==> src/rtl/scu_pkg.sv <==
// SCU shared definitions: register masks/reset values, interrupt level table,
// priority-selector result type and interrupt FSM state encoding.
package scu_pkg;

    localparam logic [15:0] IMS_WMASK  = 16'hBFFF;
    localparam logic [15:0] IMS_INIT   = 16'hBFFF;
    localparam logic [31:0] IST_RMASK  = 32'hFFFF3FFF;
    localparam logic [31:0] IST_INIT   = 32'h0000_0000;
    localparam logic        AIACK_INIT = 1'b0;

    // Entries 0..13: internal sources (IST[13:0]); entries 14..29: A-bus sources 0..15.
    localparam logic [29:0][3:0] INT_LEVEL = {
        {8{4'h1}}, {4{4'h4}}, {4{4'h7}},
        4'h2, 4'h3, 4'h5, 4'h6, 4'h6, 4'h8, 4'h8,
        4'h9, 4'hA, 4'hB, 4'hC, 4'hD, 4'hE, 4'hF
    };

    typedef struct packed {
        logic       valid;
        logic       ext;
        logic [3:0] idx;
        logic [3:0] lvl;
    } scu_int_sel_t;

    typedef enum logic [1:0] {
        ST_IDLE   = 2'd0,
        ST_ASSERT = 2'd1,
        ST_ACKED  = 2'd2
    } scu_int_state_t;

endpackage

==> src/rtl/scu_int_prio.sv <==
// Combinational priority selector over the 14 internal and 16 external candidates.
module scu_int_prio
    import scu_pkg::*;
(
    input  logic [13:0]  cand_int,
    input  logic [15:0]  cand_ext,
    output scu_int_sel_t sel
);

    // Strictly-greater replacement scanning internal then external, low index first,
    // so ties resolve to the lowest index with internal ahead of external.
    always_comb begin
        sel = '0;
        for (int unsigned n = 0; n < 14; n++) begin
            if (cand_int[n] && (!sel.valid || INT_LEVEL[n] > sel.lvl)) begin
                sel.valid = 1'b1;
                sel.ext   = 1'b0;
                sel.idx   = 4'(n);
                sel.lvl   = INT_LEVEL[n];
            end
        end
        for (int unsigned n = 0; n < 16; n++) begin
            if (cand_ext[n] && (!sel.valid || INT_LEVEL[14 + n] > sel.lvl)) begin
                sel.valid = 1'b1;
                sel.ext   = 1'b1;
                sel.idx   = 4'(n);
                sel.lvl   = INT_LEVEL[14 + n];
            end
        end
    end

endmodule

==> src/rtl/scu_int_ctrl.sv <==
// SCU interrupt controller: IMS/IST/AIACK registers, source latching, and the
// IRL/vector handshake towards the master SH-2.
module scu_int_ctrl
    import scu_pkg::*;
#(
    parameter logic [7:0] VEC_INT = 8'h40,
    parameter logic [7:0] VEC_EXT = 8'h50
) (
    input  logic        CLK,
    input  logic        RST_N,
    input  logic        CE,
    input  logic [13:0] INT_PULSE,
    input  logic [15:0] EXT_REQ,
    input  logic        IMS_WR,
    input  logic        IST_WR,
    input  logic        AIACK_WR,
    input  logic [31:0] REG_DI,
    output logic [15:0] IMS_Q,
    output logic [31:0] IST_Q,
    output logic        AIACK_Q,
    output logic [3:0]  IRL,
    output logic [7:0]  VEC,
    input  logic        IACK
);

    scu_int_state_t state_q, state_d;
    logic [15:0]    ims_q, ims_d;
    logic [31:0]    ist_q, ist_d;
    logic           aiack_q, aiack_d;
    logic [3:0]     irl_q, irl_d;
    logic [7:0]     vec_q, vec_d;
    scu_int_sel_t   sel_q, sel_d;

    scu_int_sel_t   sel;
    logic [13:0]    cand_int;
    logic [15:0]    cand_ext;
    logic [31:0]    ack_clr;
    logic           ack_ext;
    logic [7:0]     sel_vec;

    assign cand_int = ist_q[13:0] & ~ims_q[13:0];
    assign cand_ext = ist_q[31:16] & {16{~ims_q[15]}};

    scu_int_prio u_prio (
        .cand_int (cand_int),
        .cand_ext (cand_ext),
        .sel      (sel)
    );

    assign sel_vec = (sel.ext ? VEC_EXT : VEC_INT) + {4'h0, sel.idx};

    // Handshake FSM: IRL/VEC follow the best candidate, ack clears the presented source.
    always_comb begin
        state_d = state_q;
        irl_d   = irl_q;
        vec_d   = vec_q;
        sel_d   = sel_q;
        ack_clr = '0;
        ack_ext = 1'b0;
        case (state_q)
            ST_IDLE: begin
                irl_d = '0;
                vec_d = '0;
                if (sel.valid) begin
                    state_d = ST_ASSERT;
                    irl_d   = sel.lvl;
                    vec_d   = sel_vec;
                    sel_d   = sel;
                end
            end
            ST_ASSERT: begin
                if (IACK) begin
                    // The acknowledged source is the one registered onto IRL, not the live pick.
                    ack_clr[{sel_q.ext, sel_q.idx}] = 1'b1;
                    ack_ext = sel_q.ext;
                    irl_d   = '0;
                    vec_d   = '0;
                    state_d = ST_ACKED;
                end else if (sel.valid) begin
                    irl_d = sel.lvl;
                    vec_d = sel_vec;
                    sel_d = sel;
                end else begin
                    irl_d   = '0;
                    vec_d   = '0;
                    state_d = ST_IDLE;
                end
            end
            ST_ACKED: begin
                irl_d   = '0;
                vec_d   = '0;
                state_d = ST_IDLE;
            end
            default: begin
                irl_d   = '0;
                vec_d   = '0;
                state_d = ST_IDLE;
            end
        endcase
    end

    // Register bank next-state: new events override same-cycle write/ack clears.
    always_comb begin
        ims_d = ims_q;
        if (IMS_WR) begin
            ims_d = (ims_q & ~IMS_WMASK) | (REG_DI[15:0] & IMS_WMASK);
        end
        ist_d = ((ist_q & (IST_WR ? REG_DI : '1) & ~ack_clr)
                | {EXT_REQ & {16{aiack_q}}, 2'b00, INT_PULSE}) & IST_RMASK;
        aiack_d = aiack_q;
        if (ack_ext) begin
            aiack_d = 1'b0;
        end
        if (AIACK_WR) begin
            aiack_d = REG_DI[0];
        end
    end

    // State registers, advancing only on clock-enable cycles.
    always_ff @(posedge CLK or negedge RST_N) begin
        if (!RST_N) begin
            state_q <= ST_IDLE;
            ims_q   <= IMS_INIT;
            ist_q   <= IST_INIT;
            aiack_q <= AIACK_INIT;
            irl_q   <= '0;
            vec_q   <= '0;
            sel_q   <= '0;
        end else if (CE) begin
            state_q <= state_d;
            ims_q   <= ims_d;
            ist_q   <= ist_d;
            aiack_q <= aiack_d;
            irl_q   <= irl_d;
            vec_q   <= vec_d;
            sel_q   <= sel_d;
        end
    end

    assign IMS_Q   = ims_q;
    assign IST_Q   = ist_q;
    assign AIACK_Q = aiack_q;
    assign IRL     = irl_q;
    assign VEC     = vec_q;

endmodule

==> config.mk <==
export PLATFORM = sky130hd
export DESIGN_NAME = scu_int_ctrl
export DESIGN_NICKNAME = d
export VERILOG_FILES = /design/src/rtl/scu_pkg.sv /design/src/rtl/scu_int_prio.sv /design/src/rtl/scu_int_ctrl.sv
export SDC_FILE = /design/constraint.sdc
export NUM_CORES = 1
export LEC_CHECK = 0
export ABC_AREA = 0
export ABC_CLOCK_PERIOD_IN_PS = 6200
export BUFFER_PORTS_ARGS = -buffer_cell sky130_fd_sc_hd__buf_2
export CAP_MARGIN = 40
export CORE_MARGIN = 5
export CORE_UTILIZATION = 38
export DETAILED_ROUTE_END_ITERATION = 8
export PLACE_DENSITY = 0.71
export SLEW_MARGIN = 10
export SYNTH_ARGS = -nofsm -noshare
export SYNTH_HDL_FRONTEND = slang
export SYNTH_SLANG_ARGS = --single-unit
==> constraint.sdc <==
create_clock -name CLK -period 6.2 [get_ports CLK]
set_input_delay 1.24 -clock CLK [delete_from_list [all_inputs] [get_ports CLK]]
set_output_delay 1.24 -clock CLK [all_outputs]
set_load 0.01 [all_outputs]
### After elaboration in Yosys (flattened, before gate mapping)

Cells that the tools add are included.
Widths: inputs -> output; s select.

* add/sub/neg operators: 1
* order comparisons: 31
* eq/ne operators: 4
* muxes and demuxes: 53
* bitwise logic cells: 10
* reduce and logical (&&, ||, !) cells: 95

Operators with widths (count)
* $mux 10: 32
* $mux 32: 3
* $and 32x32->32: 2
* $gt 3x4->1 const A: 11
* $and 16x16->16: 2
* $gt 1x4->1 const A: 8
* $gt 4x4->1 const A: 8
* $not 32->32: 1
* $or 32x32->32: 1
* $logic_and 1x1->1: 30
* $logic_not 1->1: 29
* $logic_or 1x1->1: 29
* $pmux 10 s2: 1
* $mux 8: 2
* $or 15x16->16: 1
* $pmux 8 s2: 1
* $and 14x14->14: 1
* $not 14->14: 1
* $add 7x4->8: 1
* $gt 2x4->1 const A: 2
* $mux 4: 2
* $pmux 4 s2: 1
* $lt 5x6->1 const B: 1
* $mux 2: 3
* other kinds (13): 21

* register bits after elaboration: 71
* input port bits: 69
* output and inout port bits: 61
* word-level logic and storage cells: 204

### Logic depth before layout (Yosys ltp)

Gate-level depths: netlist (run 1).

* depth after elaboration: 124
* mapped depth: 6
* mapped depth without buffers: 6

### By module

From an unflattened synthesis (run 1), not the netlist that was laid out.

* cell total of the unflattened synthesis: 413
* area total of the unflattened synthesis: 3841.2 um^2

Modules (own cells, without submodules)
* scu_int_ctrl: times used 1, cells an instance 324, area each 3296.9 um^2, sequential area each 1595.3 um^2
* scu_int_prio: times used 1, cells an instance 89, area each 544.3 um^2, sequential area each 0.0 um^2

### Worst setup path after synthesis (run 1)

OpenSTA, ideal clock, no wires.

* path kind: input port to flip-flop
* start: input IACK
* end: register ist_q[12] (netlist: IST_Q[12])
* setup time: 0.121 ns
* arrival time: 2.352 ns
* data required time: 6.079 ns
* slack: 3.727 ns
* stages on the path: 6
* buffers on the path: 1
* path through: nand2_1 > or4_1 > clkbuf_1 > o32ai_1 > nand2_1 > a22o_1

* cells in the longest elaborated chain, start to end: 5

Ends and longest elaborated chain
* start, declared: line scu_int_ctrl.sv:23 `input logic IACK`
* $mux 32: line scu_int_ctrl.sv:72 `if (IACK) begin`
* $mux 32: line scu_int_ctrl.sv:60 `case (state_q)`
* $not 32->32: line scu_int_ctrl.sv:108 `ist_d = ((ist_q & (IST_WR ? REG_DI : '1) & ~ack_clr)`
* $and 32x32->32: line scu_int_ctrl.sv:108
* $or 32x32->32: line scu_int_ctrl.sv:109 `| {EXT_REQ & {16{aiack_q}}, 2'b00, INT_PULSE}) & IST_RMASK;`
* end signal, assigned: line scu_int_ctrl.sv:132 `ist_q <= ist_d;`
* end, declared: line scu_int_ctrl.sv:28 `logic [31:0] ist_q, ist_d;`

No other way between the ends.
A chain may end at the register's enable or synchronous reset.

==> reports/results.ini, run 1 <==
[clocking]
cts_hold_buf = 0
cts_buffer_depth = 2
root_buffer = clkbuf_8
tritoncts.num_buffers = 9
cts_tree = built
clkTransAtPathRegs_ns = 0.06
cts_setup_buffers = 0
clk_latency_ns = 0.34
htree_levels = 3
cts.sinks = 63
cts_resized = 0

[route]
ant_nets = 0
vias = 3349
wl_per_cell_um = 18.7
viasPerCell = 5.68
drt_pre_antenna_iters = 4
drc = 0
wl_um = 11000
drt_iter0_markers = 255

[flow_run]
drv_cap = 0

[global_route]
grt_pass1_vias = 3441
grt_antenna_before_repair = 0
gr-total-overflow = 0
grtUsageTotal_pct = 20.0
grt_pass1_wl_um = 17700
grt_max_degree = 64

[power]
power.leakage_nw = 2.03
vdd_ir_drop_max_uv = 120
p_int_mw = 0.927
p_sw_share_pct = 34.3
pwr-share-comb_pct = 29.6
power_density_nw_per_um2 = 316
p_sw_mw = 0.483
pwr-share-clk_pct = 28.8
seq_power_share_pct = 41.6

[die]
dieArea_um2 = 11300
die_y_um = 107
dieWidth_um = 107
core_area_um2 = 9150
start_util_pct = 38.7
rows = 35
io-pin-count = 130

[worst_setup_path]
r2r_setup_slack_ns = 3.99
crit_path_end_kind = register
critical_path_required_ns = 6.46
worst-setup-path-type = in2reg
worstPathMaxFanout = 52
start_kind = primary input
crit_arrival_ns = 2.91

[sta]
finalSetupViolations = 0
final.setup.tns_ns = 0
finalClockSkew_ns = 0.00806
hold_viol = 0
finalCritPeriodShare_pct = 42.8
min_period_ns = 2.65
rsz0062_at_grt = no
tightest_slew_ns = 0.816
maxSlewHeadroom_pct = 45.6
fmax_mhz = 377
finalMaxSlewViolations = 0

[logic_synthesis]
synth_cell_types = 61
syn_area_per_cell_um2 = 9.97
synth-seq-cells = 63
syn_inst = 355
ys_seq_area_share_pct = 45.1
synthArstFlopShare_pct = 100
synth_edf_count = 0
ys_warn_count = 0
synth_flop_cell = dfrtp_1
synth_area_um2 = 3540

[placed_design]
dpl.hpwl_um = 8150
place_congestion = 0.913
port_buffers = 123

[layout]
final_layout_size_suffix_gt1_share_pct = 39.9
areaGrowthSynthToFinish_pct = 26.0
antenna_cells = 0
final_common_cell = buf_2
nets = 543
fin_util_pct = 48.8
final_cell_mix = buf_2, dfrtp_1, nand2_1

[status]
status = completed

[worst_hold_path]
hold_class = reg2reg

through the flow:
step / hold WS (ns) / worst slack, ns / total power [mW] / instances / cell area [um^2]
after CTS: 0.490 / 3.53 / 1.42 / 590 / 4460
after floorplan: 0.477 / 3.73 / 0.836 / 359 / 3560
after global placement: 0.473 / 3.25 / 0.996 / 573 / 4220
after global routing: 0.504 / 3.36 / 1.49 / 590 / 4460
after detailed placement: 0.472 / 3.17 / 1.01 / 574 / 4240
final: 0.490 / 3.55 / 1.41 / 590 / 4460
state kept, by name (all words and copies together) (netlist names):
signal / count
AIACK_Q: 1
IMS_Q: 15
IRL: 4
IST_Q: 30
VEC: 6
sel_q: 5
state_q: 2
cells in the mapped netlist (2+ instances only):
| library cell | instances | area (um^2) |
|---|---|---|
| nand2_1 | 46 | 173 |
| a22o_1 | 29 | 254 |
| a21oi_1 | 20 | 100 |
| clkbuf_1 | 14 | 52.6 |
| o32ai_1 | 2 | 17.5 |
| inv_1 | 11 | 41.3 |
| o2111ai_1 | 2 | 17.5 |
| o21ai_1 | 4 | 20.0 |
| o2bb2ai_1 | 3 | 26.3 |
| or4_1 | 3 | 22.5 |
| nor2b_1 | 7 | 43.8 |
| mux2_2 | 15 | 169 |
| nor2b_4 | 4 | 55.1 |
| a21o_2 | 2 | 17.5 |
| buf_4 | 5 | 37.5 |
| o211ai_1 | 2 | 15.0 |
| nand3b_1 | 5 | 37.5 |
| o22ai_1 | 28 | 175 |
| o21ai_0 | 9 | 45.0 |
| nor3_1 | 2 | 10.0 |
| buf_1 | 3 | 11.3 |
| nor4b_1 | 3 | 26.3 |
| a2bb2oi_1 | 2 | 17.5 |
| nand3_1 | 5 | 25.0 |
| nand2b_1 | 6 | 37.5 |
| dfstp_2 | 15 | 394 |
| o41ai_1 | 2 | 17.5 |
| or3_1 | 3 | 18.8 |
| nor4_1 | 3 | 18.8 |
| nor2_1 | 18 | 67.6 |
| dfrtp_1 | 48 | 1200 |
| nor3_4 | 3 | 48.8 |
| a21o_1 | 3 | 22.5 |
worst max-delay path, stage by stage:
cell,delay [ns]
buf_2,0.08
buf_4,0.41
nand2b_1,0.13
a21oi_1,0.48
o41a_4,0.33
o21ai_1,0.12
o21ai_1,0.12
kinds of logic after synthesis:
logic type,synth area share (%)
simple gates,20.4
mux,4.77
other cells,0.106
compound gates,25.7
flops,45.1
buf+inv,4.03
power groups by stage:
stage / Clock [mW] / Sequential [mW] / Combinational [mW]
final: 0.405 / 0.587 / 0.417
after floorplan: 0 / 0.597 / 0.239
after detailed placement: 0 / 0.591 / 0.417
after global routing: 0.431 / 0.600 / 0.458
after global placement: 0 / 0.589 / 0.407
after CTS: 0.413 / 0.585 / 0.419
worst paths after layout:
kind                            cells past startpoint             startpoint                    end
worst max-delay path                                7                     CE     VEC[4]$_DFFE_PN0P_
worst min-delay path                                1     IRL[1]$_DFFE_PN0P_     IRL[1]$_DFFE_PN0P_
worst max register to register                      5  IMS_Q[13]$_DFFE_PN1P_     IRL[1]$_DFFE_PN0P_
worst min register to register                      1     IRL[1]$_DFFE_PN0P_     IRL[1]$_DFFE_PN0P_
max in group asynchronous                           2                  RST_N  IST_Q[31]$_DFFE_PN0P_
min in group asynchronous                           2                  RST_N  IST_Q[26]$_DFFE_PN0P_
cell type report:
| class | instances | area, um^2 |
|---|---|---|
| Multi-Input combinational cell | 263 | 1820 |
| Tap cell | 111 | 139 |
| Inverter | 11 | 41.3 |
| Clock buffer | 13 | 159 |
| Timing Repair Buffer | 126 | 646 |
| Fill cell | 890 | 4690 |
| Sequential cell | 63 | 1600 |
| Clock inverter | 3 | 65.1 |
metal layers:
metal  vias up  share of wire, %  global-route usage, %  routed length, um
met2       132                46                   31.2               5080
met5         -                 0                      0                  0
met1      1615                44                   26.2               4850
met4         0               2.8                   8.95                307
met3        24               7.1                   5.34                780
li1       1578                 -                      -                  -
No activity file was read; power rests on OpenSTA's default activity.
==> run 2, diff against run 1 <==
ABC_CLOCK_PERIOD_IN_PS = 2600   (was 6200)
clock period = 2.6 ns   (was 6.2 ns; I/O delays follow)
==> run 2 against run 1 <==
Against the previous run: sequential share of layout area down 0.10 points; die area did not move; non-clock buffer count rose by 3; sequential power increased by 140%; power grew 130%; register-to-register slack worse by 3.5 ns; clock power increased by 120%.
==> reports/results.ini, run 2 (synthesis gave the netlist of run 1 again) <==
[layout]
largest_reg_flops = 30  ; unchanged
multiInputGateArea_um2 = 1820  ; unchanged
regArea_um2 = 1600  ; unchanged
final_common_cell = buf_2  ; unchanged
fin_util_pct = 48.9  ; was 48.8%
design_area_um2 = 4480  ; was 4460 um^2
fillers = 872  ; was 890
nets = 546  ; was 543
final_layout_size_suffix_gt1_share_pct = 40.5  ; was 39.9%
final_cell_mix = buf_2, dfrtp_1, nand2_1  ; unchanged
antenna_cells = 0  ; unchanged
areaGrowthSynthToFinish_pct = 26.4  ; was 26.0%

[die]
start_util_pct = 38.7  ; unchanged
io-pin-count = 130  ; unchanged
rows = 35  ; unchanged
core_area_um2 = 9150  ; unchanged
dieArea_um2 = 11300  ; unchanged
die_y_um = 107  ; unchanged
dieWidth_um = 107  ; unchanged

[worst_setup_path]
worst-setup-path-type = reg2reg  ; was in2reg
r2r_setup_slack_ns = 0.46  ; was 3.99 ns
crit_arrival_ns = 2.35  ; was 2.91 ns
cp_cell_sequence = nand2b_2 > nor3b_4 > nand4_4 > o41a_4 > o21ai_1 > o21ai_1  ; was buf_2 > buf_4 > nand2b_1 > a21oi_1 > o41a_4 > o21ai_1 > o21ai_1
worstPathMaxFanout = 8  ; was 52
critical_path_required_ns = 2.81  ; was 6.46 ns
reg2reg_depth = 6  ; was 5
slowest_stage = o41a_4  ; was a21oi_1
start_kind = register  ; was primary input
max_stage_delay_ns = 0.56  ; was 0.48 ns
worst_r2r_endpoint = VEC[4]$_DFFE_PN0P_  ; was IRL[1]$_DFFE_PN0P_
crit_path_start = IMS_Q[7]$_DFFE_PN1P_  ; was CE
crit-reg2reg-launch = IMS_Q[7]$_DFFE_PN1P_  ; was IMS_Q[13]$_DFFE_PN1P_
crit_buf_inv = 0  ; was 2
path_delay_family = compound AO/OA/AOI/OAI gates  ; unchanged
crit_path_end_kind = register  ; unchanged
worst_path_most_repeated_cell = o21ai_1  ; unchanged

[clocking]
cts.sinks = 63  ; unchanged
clk_latency_ns = 0.34  ; about the same
clkTransAtPathRegs_ns = 0.07  ; was 0.06 ns
root_buffer = clkbuf_8  ; unchanged
cts_tree = built  ; unchanged
htree_levels = 3  ; unchanged
cts_setup_buffers = 0  ; unchanged
cts_resized = 0  ; unchanged
tritoncts.num_buffers = 9  ; unchanged
cts_buffer_depth = 2  ; unchanged
cts_hold_buf = 0  ; unchanged

[power]
p_int_mw = 2.15  ; was 0.927 mW
pwr-share-comb_pct = 30.4  ; was 29.6%
seq_power_share_pct = 42.4  ; was 41.6%
p_sw_share_pct = 35.0  ; was 34.3%
total_power_mw = 3.30  ; was 1.41 mW
vdd_ir_drop_max_uv = 594  ; was 120 uV
power.leakage_nw = 2.04  ; was 2.03 nW
power_density_nw_per_um2 = 738  ; was 316 nW/um^2
p_sw_mw = 1.16  ; was 0.483 mW
pwr-share-clk_pct = 27.2  ; was 28.8%

[status]
status = completed  ; unchanged

[sta]
finalClockSkew_ns = 0.00475  ; was 0.00806 ns
finalSetupViolations = 0  ; unchanged
min_period_ns = 2.14
hold_viol = 0  ; unchanged
finalCritPeriodShare_pct = 82.4
layout_setup_ws_ns = 0.458  ; was 3.55 ns
tightest_slew_ns = 0.726  ; was 0.816 ns
rsz0062_at_grt = no  ; unchanged
final.setup.tns_ns = 0  ; unchanged
fmax_mhz = 467
finalMaxSlewViolations = 0  ; unchanged
maxSlewHeadroom_pct = 51.6  ; was 45.6%

[route]
drt_iter0_markers = 217  ; was 255
ant_nets = 0  ; unchanged
wl_met3_um = 913  ; was 780 um
dr.max_layer_used = met4  ; unchanged
viasPerCell = 5.73  ; was 5.68
wl_met2_um = 5230  ; was 5080 um
drc = 0  ; unchanged
m1WireLength_um = 4850  ; about the same
wl_per_cell_um = 18.8  ; was 18.7 um
drt_pre_antenna_iters = 6  ; was 4
vias = 3396  ; was 3,349
wl_um = 11200  ; was 11,000 um

[placed_design]
postPlaceCellArea_um2 = 4270  ; was 4240 um^2
place_congestion = 0.929  ; was 0.913
port_buffers = 123  ; unchanged
dp_slack_ns = 0.467  ; was 3.17 ns
dpl.hpwl_um = 8340  ; was 8150 um

[flow_run]
drv_cap = 0  ; unchanged

[global_route]
grt_pass1_wl_um = 18300  ; was 17,700 um
gr-total-overflow = 0  ; unchanged
grt_pass1_vias = 3493  ; was 3,441
grt_antenna_before_repair = 0  ; unchanged
grtUsageTotal_pct = 20.5  ; was 20.0%
grt_max_degree = 34  ; was 64

[worst_hold_path]
hold_class = in2async  ; was reg2reg

==> run 2: stage by stage <==
step	std cells	hold slack [ns]
after floorplan	359	0.224
after CTS	593	0.246
after global placement	577	0.474
after global routing	593	0.289
final	593	0.236
after detailed placement	577	0.479
==> run 2: metal layers <==
layer / vias up / global-route usage, %
met5: - / 0
met4: 0 / 4.75
met3: 15 / 6.38
met2: 141 / 33.7
met1: 1657 / 26.5
li1: 1583 / -
==> run 2: how the worst max path moves through the flow <==
stage	to	slack [ns]	depth (start not counted)
2_1_floorplan	IRL[1]$_DFFE_PN0P_	0.61	5
3_3_place_gp	IRL[1]$_DFFE_PN0P_	0.48	5
3_5_place_dp	VEC[2]$_DFFE_PN0P_	0.47	6
4_1_cts	VEC[2]$_DFFE_PN0P_	0.46	6
5_1_grt	VEC[4]$_DFFE_PN0P_	0.24	5
6_report	VEC[4]$_DFFE_PN0P_	0.46	6
==> run 2: area by class of cell <==
cell class	instances	area share, %
Clock buffer	13	3.77
Clock inverter	3	0.895
Inverter	11	0.923
Multi-Input combinational cell	263	40.6
Sequential cell	63	35.6
Tap cell	111	3.10
Timing Repair Buffer	129	15.0
==> run 2: power groups by stage <==
stage | Combinational [mW] | Sequential [mW] | Clock (mW)
finish | 1.00 | 1.40 | 0.899
global route | 1.11 | 1.43 | 0.957
CTS | 1.01 | 1.40 | 0.910
detailed placement | 1.00 | 1.41 | 0
global placement | 0.986 | 1.40 | 0
floorplan | 0.571 | 1.42 | 0
